### src/rtl/rf_wb_arbiter.sv
// Register-file write-back controller.
// Round-robin arbitration between the ALU and LSU result streams for the
// single reg_file write port (A3/WD3/WE3, all registered), plus a
// per-register pending-write scoreboard that decode uses for RAW/WAW checks.
module rf_wb_arbiter #(
  parameter int WIDTH_REG = 32
) (
  input  logic                 CLK,
  input  logic                 RST_N,
  // decode issue / hazard query
  input  logic                 ISSUE_VALID,
  input  logic [4:0]           ISSUE_RD,
  output logic                 ISSUE_READY,
  input  logic [4:0]           Q_RS1,
  input  logic [4:0]           Q_RS2,
  output logic                 RAW_HAZARD,
  output logic [31:0]          BUSY,
  // ALU result stream
  input  logic                 ALU_VALID,
  input  logic [4:0]           ALU_RD,
  input  logic [WIDTH_REG-1:0] ALU_DATA,
  output logic                 ALU_READY,
  // LSU result stream
  input  logic                 LSU_VALID,
  input  logic [4:0]           LSU_RD,
  input  logic [WIDTH_REG-1:0] LSU_DATA,
  output logic                 LSU_READY,
  // reg_file write port
  output logic [4:0]           A3,
  output logic [WIDTH_REG-1:0] WD3,
  output logic                 WE3
);

  // Round-robin pointer: 0 = ALU has priority, 1 = LSU has priority.
  logic                 r_ptr;
  logic [31:0]          r_busy;
  logic [4:0]           r_a3;
  logic [WIDTH_REG-1:0] r_wd3;
  logic                 r_we3;

  logic                 w_gnt_alu;
  logic                 w_gnt_lsu;
  logic                 w_both;
  logic                 w_issue_fire;
  logic [31:0]          w_set_mask;
  logic [31:0]          w_clr_mask;
  logic [31:0]          w_busy_nxt;
  logic [4:0]           w_win_rd;
  logic [WIDTH_REG-1:0] w_win_data;

  // Grant decision: a lone requester always wins, a tie goes to the pointer.
  always_comb begin
    w_both    = ALU_VALID & LSU_VALID;
    w_gnt_alu = 1'b0;
    w_gnt_lsu = 1'b0;
    if (w_both) begin
      w_gnt_alu = ~r_ptr;
      w_gnt_lsu = r_ptr;
    end else begin
      w_gnt_alu = ALU_VALID;
      w_gnt_lsu = LSU_VALID;
    end
  end

  // Winner's payload, selected for the output register stage.
  always_comb begin
    w_win_rd   = 5'd0;
    w_win_data = '0;
    if (w_gnt_lsu) begin
      w_win_rd   = LSU_RD;
      w_win_data = LSU_DATA;
    end else begin
      w_win_rd   = ALU_RD;
      w_win_data = ALU_DATA;
    end
  end

  // Scoreboard next state: commit clears A3, an accepted issue sets its rd.
  // The set mask is OR-ed after the clear so a same-edge set/clear keeps the
  // bit high; bit 0 is forced low because x0 never has a pending write.
  always_comb begin
    w_issue_fire = ISSUE_VALID & ~r_busy[ISSUE_RD];
    w_set_mask   = (w_issue_fire && (ISSUE_RD != 5'd0)) ? (32'd1 << ISSUE_RD) : 32'd0;
    w_clr_mask   = r_we3 ? (32'd1 << r_a3) : 32'd0;
    w_busy_nxt   = ((r_busy & ~w_clr_mask) | w_set_mask) & ~32'd1;
  end

  // Pointer update: only a contested grant hands priority to the loser.
  always_ff @(posedge CLK or negedge RST_N) begin
    if (!RST_N) begin
      r_ptr <= 1'b0;
    end else if (w_both) begin
      r_ptr <= ~r_ptr;
    end else begin
      r_ptr <= r_ptr;
    end
  end

  // Write-port register stage; A3/WD3 hold when nothing is granted, and an
  // x0 result is accepted without raising WE3.
  always_ff @(posedge CLK or negedge RST_N) begin
    if (!RST_N) begin
      r_a3  <= 5'd0;
      r_wd3 <= '0;
      r_we3 <= 1'b0;
    end else if (w_gnt_alu || w_gnt_lsu) begin
      r_a3  <= w_win_rd;
      r_wd3 <= w_win_data;
      r_we3 <= (w_win_rd != 5'd0);
    end else begin
      r_a3  <= r_a3;
      r_wd3 <= r_wd3;
      r_we3 <= 1'b0;
    end
  end

  // Pending-write scoreboard register.
  always_ff @(posedge CLK or negedge RST_N) begin
    if (!RST_N) begin
      r_busy <= 32'd0;
    end else begin
      r_busy <= w_busy_nxt;
    end
  end

  assign ALU_READY   = w_gnt_alu;
  assign LSU_READY   = w_gnt_lsu;
  assign ISSUE_READY = ~r_busy[ISSUE_RD];
  assign RAW_HAZARD  = r_busy[Q_RS1] | r_busy[Q_RS2];
  assign BUSY        = r_busy;
  assign A3          = r_a3;
  assign WD3         = r_wd3;
  assign WE3         = r_we3;

endmodule

### config.mk
export PLATFORM = sky130hd
export DESIGN_NAME = rf_wb_arbiter
export DESIGN_NICKNAME = d
export VERILOG_FILES = /design/src/rtl/rf_wb_arbiter.sv
export SDC_FILE = /design/constraint.sdc
export NUM_CORES = 1
export LEC_CHECK = 0
export CAP_MARGIN = 0
export CORE_ASPECT_RATIO = 0.5
export CORE_UTILIZATION = 30
export DETAILED_ROUTE_END_ITERATION = 12
export GPL_ROUTABILITY_DRIVEN = 0
export PLACE_DENSITY = 0.67
export SLEW_MARGIN = 20
export SYNTH_ARGS = -nofsm -noshare
export SYNTH_HDL_FRONTEND = slang
export SYNTH_SLANG_ARGS = --single-unit
### constraint.sdc
create_clock -name CLK -period 2.85 [get_ports CLK]
set_clock_uncertainty 0.05 [all_clocks]
set_input_delay 0.57 -clock CLK [delete_from_list [all_inputs] [get_ports CLK]]
set_output_delay 0.57 -clock CLK [all_outputs]
set_load 0.05 [all_outputs]
# Word level (Yosys, flattened, before mapping)

Index checks and enable logic that the tools add are counted.

Flip-flop bits (word level): 70
Bits of input ports: 94
Output and inout bits: 74
Memories: 0
Bits in latches: 0
Bits in writable memories: 0
ROM bits: 0
Word-level logic and storage cells: 35

Order comparisons: 3
Div/mod/pow operators: 0
Mux-type cells: 13
Multipliers: 0
Reductions and logical operators: 4
Equal/unequal tests: 0
Add/sub/neg operators: 0
Shift operators: 2
Bitwise logic cells: 8

Operators by type and width:

| operator               | count |
|---|---|
| $mux W32               | 3 |
| $shl A1 B5 Y32 const A | 2 |
| $and A32 B32 Y32       | 1 |
| $not A32 Y32           | 1 |
| $or A32 B32 Y32        | 1 |
| $lt A5 B6 Y1 const B   | 3 |
| $bmux W1 S5            | 3 |
| $reduce_bool A5 Y1     | 2 |
| $mux W1                | 6 |
| $mux W5                | 1 |
| $and A1 B1 Y1          | 2 |
| $not A1 Y1             | 2 |
| $logic_and A1 B1 Y1    | 1 |
| $logic_or A1 B1 Y1     | 1 |
| $or A1 B1 Y1           | 1 |

# Logic depth before layout (Yosys ltp)

Gate-level depths: netlist of the first run.

Depth after elaboration: 7
Gate-level depth with buffers: 7
Gate-level depth less buffers: 5

# Worst setup path after synthesis of the first run

OpenSTA, ideal clock, no wires.

Path kind: in2out
Start point: in ISSUE_RD[0]
End point: out ISSUE_READY
Data arrival time: 2,874 ps
Required time: 2,230 ps
Path buffers: 2
Slack: -644 ps
Cell stages on the path: 6
Cells stage by stage: buf_2 buf_2 mux4_2 nand2_1 a21oi_1 o311ai_1

Cells in the longest elaborated chain, start to end: 3

RTL lines:

| item                          | line | RTL |
|---|---|---|
| start: declaration            | 12   | `input logic [4:0] ISSUE_RD,` |
| $bmux W1 S5                   | 128  | `assign ISSUE_READY = ~r_busy[ISSUE_RD];` |
| $mux W1 (implied by the code) | 128  |  |
| $not A1 Y1                    | 128  |  |
| end: declaration              | 13   | `output logic ISSUE_READY,` |

No other way between the ends. The select of a mux whose other input is x is not followed.

# Worst setup path after layout of the first run

Start point: in Q_RS1[0]
End point: out RAW_HAZARD

Cells in the longest elaborated chain, start to end: 3

RTL lines:

| item                          | line | RTL |
|---|---|---|
| start: declaration            | 14   | `input logic [4:0] Q_RS1,` |
| $bmux W1 S5                   | 129  | `assign RAW_HAZARD = r_busy[Q_RS1] \| r_busy[Q_RS2];` |
| $mux W1 (implied by the code) | 129  |  |
| $or A1 B1 Y1                  | 129  |  |
| end: declaration              | 16   | `output logic RAW_HAZARD,` |

No other way between the ends. The select of a mux whose other input is x is not followed.

==> out/metrics.cfg, run 1 <==
[global_routing]
grt_pass1_wl_um = 20960
grt_usage_pct = 20.90
grt-ovfl-total = 0
grt_max_degree = 48
antenna_found_initial = 0
first_global_vias = 3881

[sta]
grt_setup_unrepaired = false
worstMarginPinSlew_ps = 564.1
hold_viol_final = 0
fmax_mhz = 355.9
timing.hold.ws_ps = 172.3
slew_headroom_pct = 62.39
finalSetupViolCount = 0
setup_slack_ps = 39.96
layout_worst_path_cycle_share_pct = 98.60
finalCriticalPeriod_ps = 2810
report.final.slew_viol_count = 0

[die]
ioPinCount = 168
die_area_um2 = 13350
core_area_um2 = 12160
die_h_um = 82.20
die_x_um = 162.4
initial_core_util_pct = 31.74
row_count = 28

[critical_path]
path_class = input port to output port
cp-end-kind = output port
crit_fanout = 6
max_stage_delay_ps = 500
path_cells = clkdlybuf4s15_1 -> buf_12 -> mux4_2 -> a221oi_2 -> o21ai_2 -> a32o_2 -> buf_6
critPathArrivalTime_ps = 2190
r2r-start = BUSY[27]$_DFF_PN0_
start_kind = input port
required_ps = 2230
cp-startpoint = Q_RS1[0]
cp_slowest_cell = mux4_2

[cts]
clk_latency_ps = 330
path_clk_slew_ps = 60
cts_tree = built
clock_sinks = 70
cts_htree_levels = 3
clock-root-buffer = clkbuf_16
cts-buffers-inserted = 9
clockBufferDepth = 2

[drt]
drt-initial-drc-count = 299
ant_nets = 0
dr.pass1.iters = 6
wire_per_inst_um = 18.24
drt-total-wl_um = 13760
drc = 0
num_vias = 4067
via_per_inst = 5.394

[synth]
ys.flop_type = dfrtp_1
yosysUniqueCellTypes = 44
syn_avg_cell_area_um2 = 9.744
synth_seq_cells = 70
seq_area_frac_synth_pct = 45.40
ys_warn_count = 0
synth_edf_count = 0
syn_area_um2 = 3859
syn_inst = 396
syn_nets = 490
synth-async-reset-ratio_pct = 100.0

[layout]
final_cell_area_um2 = 6307
antennaDiodeCount = 0
drive_gt1_share_pct = 16.13
area_delta_synth_final_pct = 63.46
fin_nets = 678
fin_util_pct = 51.88

[place]
portBuffers = 166
hpwl_um = 10220
dp_slack_ps = -311.8
dpl_cell_area_um2 = 5911

[power]
power_density_nw_per_um2 = 1025
peakVddDrop_v = 0.0005455
p_leak_nw = 2.500

[status]
outcome = finished clean

[min_path]
min_path_type = input port to asynchronous set/reset pin

[flow_run]
maxCapViolCount = 0

==> through the flow <==
step	total power, mW	instances	TNS, ps
after global routing	6.752	754	0
after floorplan	3.812	396	0
after CTS	6.471	754	0
after detailed placement	5.257	734	-526.4
final	6.463	754	0
after global placement	5.229	734	-477.3
==> cell families (layout without fill, tap and decap cells) <==
family	after synthesis	count (layout)	share of synthesized area, %
compound gates	117	117	18.58
simple gates	142	142	16.02
buf+inv	29	222	3.113
mux	36	36	16.57
other cells	1	1	0.09718
xor+xnor	1	1	0.2270
flops	70	70	45.40
==> worst max-delay path, delay by kind of cell <==
family | cells | cell delay, ps
AO/OA/AOI/OAI | 3 | 620
multiplexers | 1 | 500
buffers and inverters | 3 | 490
==> per-layer routing <==
metal  up-vias  GRT usage [%]  wire length, um  share of wire [%]
met5         -              0                0                  0
met4         0          8.208              363                2.6
met3        34          7.692             1391                 10
met2       238          34.79             6611                 48
met1      1943          24.98             5389                 39
li1       1852              -                -                  -
==> sequential cells by signal (all words and copies together) (netlist names) <==
register and cells:
A3 5, BUSY 31, WD3 32, WE3 1
r_ptr 1
==> what timing repair did <==
action,4_1_cts,5_1_grt
hold buffers,0,0
pin swaps,2,1
setup endpoints to repair,2,2
setup buffers,3,0
gates resized for setup,17,5
hold endpoints to repair,0,0
cloned,1,0
==> cell usage in the layout (no fill, tap or decap), types with 10 or more instances in the layout <==
cell type and instances:
nor2_1 72, clkdlybuf4s50_1 154, nand2_1 35, mux4_2 21, mux2i_1 11, o21ai_0 49
dfrtp_1 70, buf_4 28, o22ai_1 29, nand3_1 10
==> final timing paths <==
path,endpoint,slack [ps],cells past startpoint
setup / recovery,RAW_HAZARD,40,7
hold reg to reg,WD3[25]$_DFFE_PN0P_,460,2
setup reg to reg,BUSY[20]$_DFF_PN0_,710,6
hold / removal,WD3[4]$_DFFE_PN0P_,170,1
max in group asynchronous,WD3[21]$_DFFE_PN0P_,1930,2
min in group CLK,WD3[25]$_DFFE_PN0P_,460,2
==> cell usage after synthesis (all sizes together), types with 2 or more instances <==
cell type   n  area (um^2)
or4         2        15.01
a31oi       6        37.54
dfrtp      70         1752
nor2b       6        37.54
o221a       4        45.04
nand2      35        131.4
clkbuf     13        48.80
o41ai       4        35.03
nor2       73        274.0
nand3      11        60.06
o21ai      55        275.3
o211ai      2        15.01
o22ai      29        181.4
buf        10        48.80
a21oi       3        15.01
mux2        3        33.78
nand3b      3        22.52
inv         5        18.77
o31ai       6        45.04
mux2i      12        132.6
nand2b      2        12.51
or2         2        12.52
mux4       21        473.0
nand4       5        31.28
==> area by class of cell <==
cell class | count | area (um^2)
flip-flops and latches | 70 | 1752
repair buffers | 200 | 1993
fillers | 1129 | 5849
clock buffers | 9 | 225.2
inverters | 6 | 22.52
clock inverters | 7 | 81.33
multi-input cells | 297 | 2027
well taps | 165 | 206.4
==> where the power goes <==
part	total, mW	switching (mW)	internal [mW]
Clock	1.15	0.457	0.689
Combinational	3.42	2.08	1.34
Sequential	1.89	0.554	1.34
Power figures use the tool's default switching activity.
==> run 2: changes to the inputs <==
--- a/config.mk
+++ b/config.mk
@@ -7,10 +7,12 @@
 export LEC_CHECK = 0
 export CAP_MARGIN = 0
 export CORE_ASPECT_RATIO = 0.5
+export CORE_MARGIN = 2
 export CORE_UTILIZATION = 30
 export DETAILED_ROUTE_END_ITERATION = 12
 export GPL_ROUTABILITY_DRIVEN = 0
 export PLACE_DENSITY = 0.67
+export SETUP_SLACK_MARGIN = 0.05
 export SLEW_MARGIN = 20
 export SYNTH_ARGS = -nofsm -noshare
 export SYNTH_HDL_FRONTEND = slang
==> out/metrics.cfg, run 2 (same netlist as run 1, synthesis figures left out) <==
[cts]
cts_tree = built
clock-root-buffer = clkbuf_16
clockBufferDepth = 2
cts_htree_levels = 3
clk_latency_ps = 330
clock_sinks = 70
cts-buffers-inserted = 9
path_clk_slew_ps = 50
holdBufCountCts = 0

[power]
peakVddDrop_v = 0.0005725
p_leak_nw = 2.469
power_density_nw_per_um2 = 999.5

[sta]
worstMarginPinSlew_ps = 616.0
slew_headroom_pct = 58.93
finalSetupViolCount = 0
report.final.slew_viol_count = 0
hold_viol_final = 0
finalCriticalPeriod_ps = 2771
grt_setup_unrepaired = false
fmax_mhz = 360.9
setup_slack_ps = 79.15
layout_worst_path_cycle_share_pct = 97.22
tns_ps = 0

[drt]
drt-total-wl_um = 13400
dr.pass1.iters = 5
via_per_inst = 5.224
drc = 0
wire_per_inst_um = 17.68
ant_nets = 0
num_vias = 3960
drt-initial-drc-count = 223

[layout]
drive_gt1_share_pct = 15.65
fin_nets = 678
antennaDiodeCount = 0
fin_util_pct = 49.34
area_delta_synth_final_pct = 61.45
mostFrequentLayoutCells = 154 x clkdlybuf4s50_1, 73 x nor2_1, 69 x dfrtp_1
final_common_cell = clkdlybuf4s50_1
largest_reg_flops = 32
fillers = 1195

[critical_path]
start_kind = input port
max_stage_delay_ps = 400
required_ps = 2230
path_cells = dlygate4sd2_1 -> mux4_2 -> mux2_2 -> a2bb2oi_1 -> a32o_2 -> buf_6
path_class = input port to output port
cp_slowest_cell = dlygate4sd2_1
critPathArrivalTime_ps = 2150
cp-end-kind = output port
r2r-start = BUSY[27]$_DFF_PN0_
crit_fanout = 7
cp-startpoint = Q_RS2[1]

[global_routing]
first_global_vias = 3980
grt_usage_pct = 19.80
grt_pass1_wl_um = 21090
grt_max_degree = 46
grtUsageMet1_pct = 24.45
grtUsageMet2_pct = 34.01
use_met3_pct = 4.941
grt-ovfl-total = 0
top_usage_layer = met2
antenna_found_initial = 0

[die]
die_x_um = 164.4
ioPinCount = 168
die_h_um = 84.20
core_area_um2 = 12630
die_area_um2 = 13840
initial_core_util_pct = 30.56
row_count = 29

[place]
portBuffers = 166
dp_slack_ps = -362.1
hpwl_um = 9849

[status]
outcome = finished clean

[flow_run]
maxCapViolCount = 0

[min_path]
min_path_type = input port to asynchronous set/reset pin

## run 2: worst paths after layout
path                                       end  slack [ps]  cells after the start
min in group CLK           WD3[17]$_DFFE_PN0P_         450                      2
hold / removal              WD3[0]$_DFFE_PN0P_         210                      1
max in group asynchronous    BUSY[7]$_DFF_PN0_        1880                      2
hold reg to reg            WD3[17]$_DFFE_PN0P_         450                      2
setup / recovery                    RAW_HAZARD          80                      6
setup reg to reg            BUSY[29]$_DFF_PN0_         670                      7
## run 2: per-stage QoR
step	hold WS (ps)	instance area, um^2	instances	total power [mW]
after floorplan	224.4	3876	396	3.812
after global placement	439.0	5882	736	5.160
after detailed placement	452.1	5882	736	5.193
after CTS	233.1	6237	757	6.250
after global routing	259.9	6230	758	6.512
final	207.9	6230	758	6.227
## run 2: layout make-up
cell class | instances | area, um^2 | area share, %
clock buffers | 11 | 232.7 | 3.736
clock inverters | 4 | 25.02 | 0.4017
inverters | 6 | 22.52 | 0.3615
multi-input cells | 297 | 2021 | 32.44
flip-flops and latches | 70 | 1753 | 28.14
well taps | 170 | 212.7 | 3.414
repair buffers | 200 | 1963 | 31.51
## run 2: power breakdown
part           total, mW  switching [mW]  internal [mW]
Sequential          1.88           0.534           1.34
Combinational       3.36            2.05           1.31
Clock              0.989           0.408          0.581
## run 2: what timing repair did
item,in CTS,in global routing
buffers inserted,5,1
endpoints found under the setup margin,2,2
cloned,1,0
gates resized for setup,20,7
pin swaps,4,2
## run 2: routing by layer
| layer | routed length [um] | share of wire [%] | up-vias |
|---|---|---|---|
| li1 | - | - | 1849 |
| met1 | 5562 | 41 | 1925 |
| met2 | 6595 | 49 | 163 |
| met3 | 947 | 7.1 | 23 |
| met4 | 297 | 2.2 | 0 |
| met5 | 0 | 0 | - |
## run 2: critical path: cells and delay by family
| family | cells | cell delay [ps] |
|---|---|---|
| mux | 2 | 620 |
| buf+inv | 2 | 550 |
| compound gates | 2 | 400 |
==> run 3: changes to the inputs <==
--- a/config.mk
+++ b/config.mk
@@ -5,6 +5,7 @@
 export SDC_FILE = /design/constraint.sdc
 export NUM_CORES = 1
 export LEC_CHECK = 0
+export ABC_CLOCK_PERIOD_IN_PS = 2850
 export CAP_MARGIN = 0
 export CORE_ASPECT_RATIO = 0.5
 export CORE_MARGIN = 2
@@ -17,3 +18,4 @@
 export SYNTH_ARGS = -nofsm -noshare
 export SYNTH_HDL_FRONTEND = slang
 export SYNTH_SLANG_ARGS = --single-unit
+export TNS_END_PERCENT = 20
==> out/metrics.cfg, run 3 (same netlist as run 1, synthesis figures left out) <==
[sta]
hold_viol_final = 0
fmax_mhz = 359.9
finalSetupViolCount = 0
finalCriticalPeriod_ps = 2779
tns_ps = 0
grt_setup_unrepaired = true
report.final.slew_viol_count = 0
layout_worst_path_cycle_share_pct = 97.50
slew_headroom_pct = 58.93
worstMarginPinSlew_ps = 616.0

[drt]
met3_length_um = 868
wl_met1_um = 5580
num_vias = 3946
wire_per_inst_um = 17.64
met2WireLength_um = 6619
via_per_inst = 5.206
drt-initial-drc-count = 246
dr.pass1.iters = 5
ant_nets = 0
top_layer_used = met4
drt-total-wl_um = 13370
drc = 0

[cts]
path_clk_slew_ps = 50
clock-root-buffer = clkbuf_16
clk_latency_ps = 320
cts_htree_levels = 3
cts-buffers-inserted = 9
clockBufferDepth = 2
cts_tree = built
holdBufCountCts = 0
clock_sinks = 70

[critical_path]
cp.buffers_inverters = 3
path_cells = clkdlybuf4s50_1 -> buf_4 -> mux4_2 -> nand3b_1 -> nand4_1 -> a32o_2 -> buf_6
cpLargestDelayFamily = buffers and inverters
critPathArrivalTime_ps = 2160
path_class = input port to output port
cp-end-kind = output port
start_kind = input port
max_stage_delay_ps = 560
crit_fanout = 5
required_ps = 2230
cp_slowest_cell = clkdlybuf4s50_1

[flow_run]
maxCapViolCount = 0

[die]
row_count = 29
die_area_um2 = 13840
die_x_um = 164.4
core_area_um2 = 12630
initial_core_util_pct = 30.56
die_h_um = 84.20
ioPinCount = 168

[global_routing]
grt_usage_pct = 19.81
first_global_vias = 3980
grt_pass1_wl_um = 21110
grt_max_degree = 46
antenna_found_initial = 0
grt-ovfl-total = 0

[layout]
area_delta_synth_final_pct = 61.77
antennaDiodeCount = 0
largest_reg_flops = 32
mostFrequentLayoutCells = 155 x clkdlybuf4s50_1, 73 x nor2_1, 70 x dfrtp_1
fin_nets = 678
drive_gt1_share_pct = 15.48
stdcell_count = 758
fillers = 1195
final_common_cell = clkdlybuf4s50_1

[place]
place_inst = 736
portBuffers = 166
hpwl_um = 9849

[power]
power_density_nw_per_um2 = 995.9
p_leak_nw = 2.469
peakVddDrop_v = 0.0005718

[min_path]
min_path_type = input port to asynchronous set/reset pin

[status]
outcome = finished clean

-- run 3: cell count changes in the layout (fill, tap and decap cells not counted) --
cell and change:
clkdlybuf4s15_2 +2, buf_2 -2, dlygate4sd2_1 -1, clkdlybuf4s50_1 +1, dfrtp_2 -1, a21boi_0 +1, dfrtp_1 +1, a21boi_1 -1
-- run 3: stage by stage --
| stage | power (mW) | hold WS [ps] | instance area (um^2) | setup slack [ps] | util (%) |
|---|---|---|---|---|---|
| final | 6.217 | 209.7 | 6242 | 71.30 | 49.44 |
| after detailed placement | 5.193 | 452.1 | 5882 | -362.1 | 46.58 |
| after global routing | 6.510 | 259.9 | 6242 | 1.061 | 49.44 |
| after CTS | 6.251 | 233.1 | 6238 | 25.11 | 49.41 |
| after global placement | 5.160 | 439.0 | 5882 | -332.4 | 46.58 |
| after floorplan | 3.812 | 224.4 | 3876 | 65.80 | - |
-- run 3: final timing paths --
kind / start / end / slack [ps] / cells past startpoint
worst max-delay path: Q_RS1[2] / RAW_HAZARD / 70 / 7
worst min-delay path: RST_N / WD3[0]$_DFFE_PN0P_ / 210 / 1
worst max register to register: BUSY[31]$_DFF_PN0_ / BUSY[28]$_DFF_PN0_ / 680 / 7
worst min register to register: WD3[17]$_DFFE_PN0P_ / WD3[17]$_DFFE_PN0P_ / 450 / 2
max in group asynchronous: RST_N / BUSY[29]$_DFF_PN0_ / 1890 / 2
min in group CLK: WD3[17]$_DFFE_PN0P_ / WD3[17]$_DFFE_PN0P_ / 450 / 2
-- run 3: timing repair --
| item | 4_1_cts | 5_1_grt |
|---|---|---|
| resized for setup | 19 | 2 |
| setup endpoints to repair | 2 | 2 |
| gates cloned | 1 | 0 |
| setup buffers | 5 | 1 |
| pin swaps | 4 | 2 |
-- run 3: layout make-up --
class / instances / area [um^2] / area share [%]
Multi-Input combinational cell: 297 / 2021 / 32.37
Clock inverter: 4 / 25.02 / 0.4009
Timing Repair Buffer: 200 / 1977 / 31.67
Tap cell: 170 / 212.7 / 3.407
Sequential cell: 70 / 1752 / 28.06
Clock buffer: 11 / 232.7 / 3.728
Inverter: 6 / 22.52 / 0.3608
-- run 3: power breakdown --
group          internal, mW  total, mW  switching [mW]
clock                 0.581      0.984           0.403
sequential             1.34       1.87           0.532
combinational          1.31       3.36            2.05
-- run 3: metal layers --
| metal | vias up | global-route usage (%) |
|---|---|---|
| met4 | 0 | 6.877 |
| met1 | 1914 | 24.48 |
| met2 | 164 | 34.01 |
| met5 | - | 0 |
| li1 | 1844 | - |
| met3 | 24 | 4.941 |
-- run 3: worst reg2reg max path, delay by kind of cell, from the launching register on --
kind            cells  cell delay, ps
simple gates        1             130
mux                 2             700
buf+inv             3             410
flops               1             440
compound gates      1             320
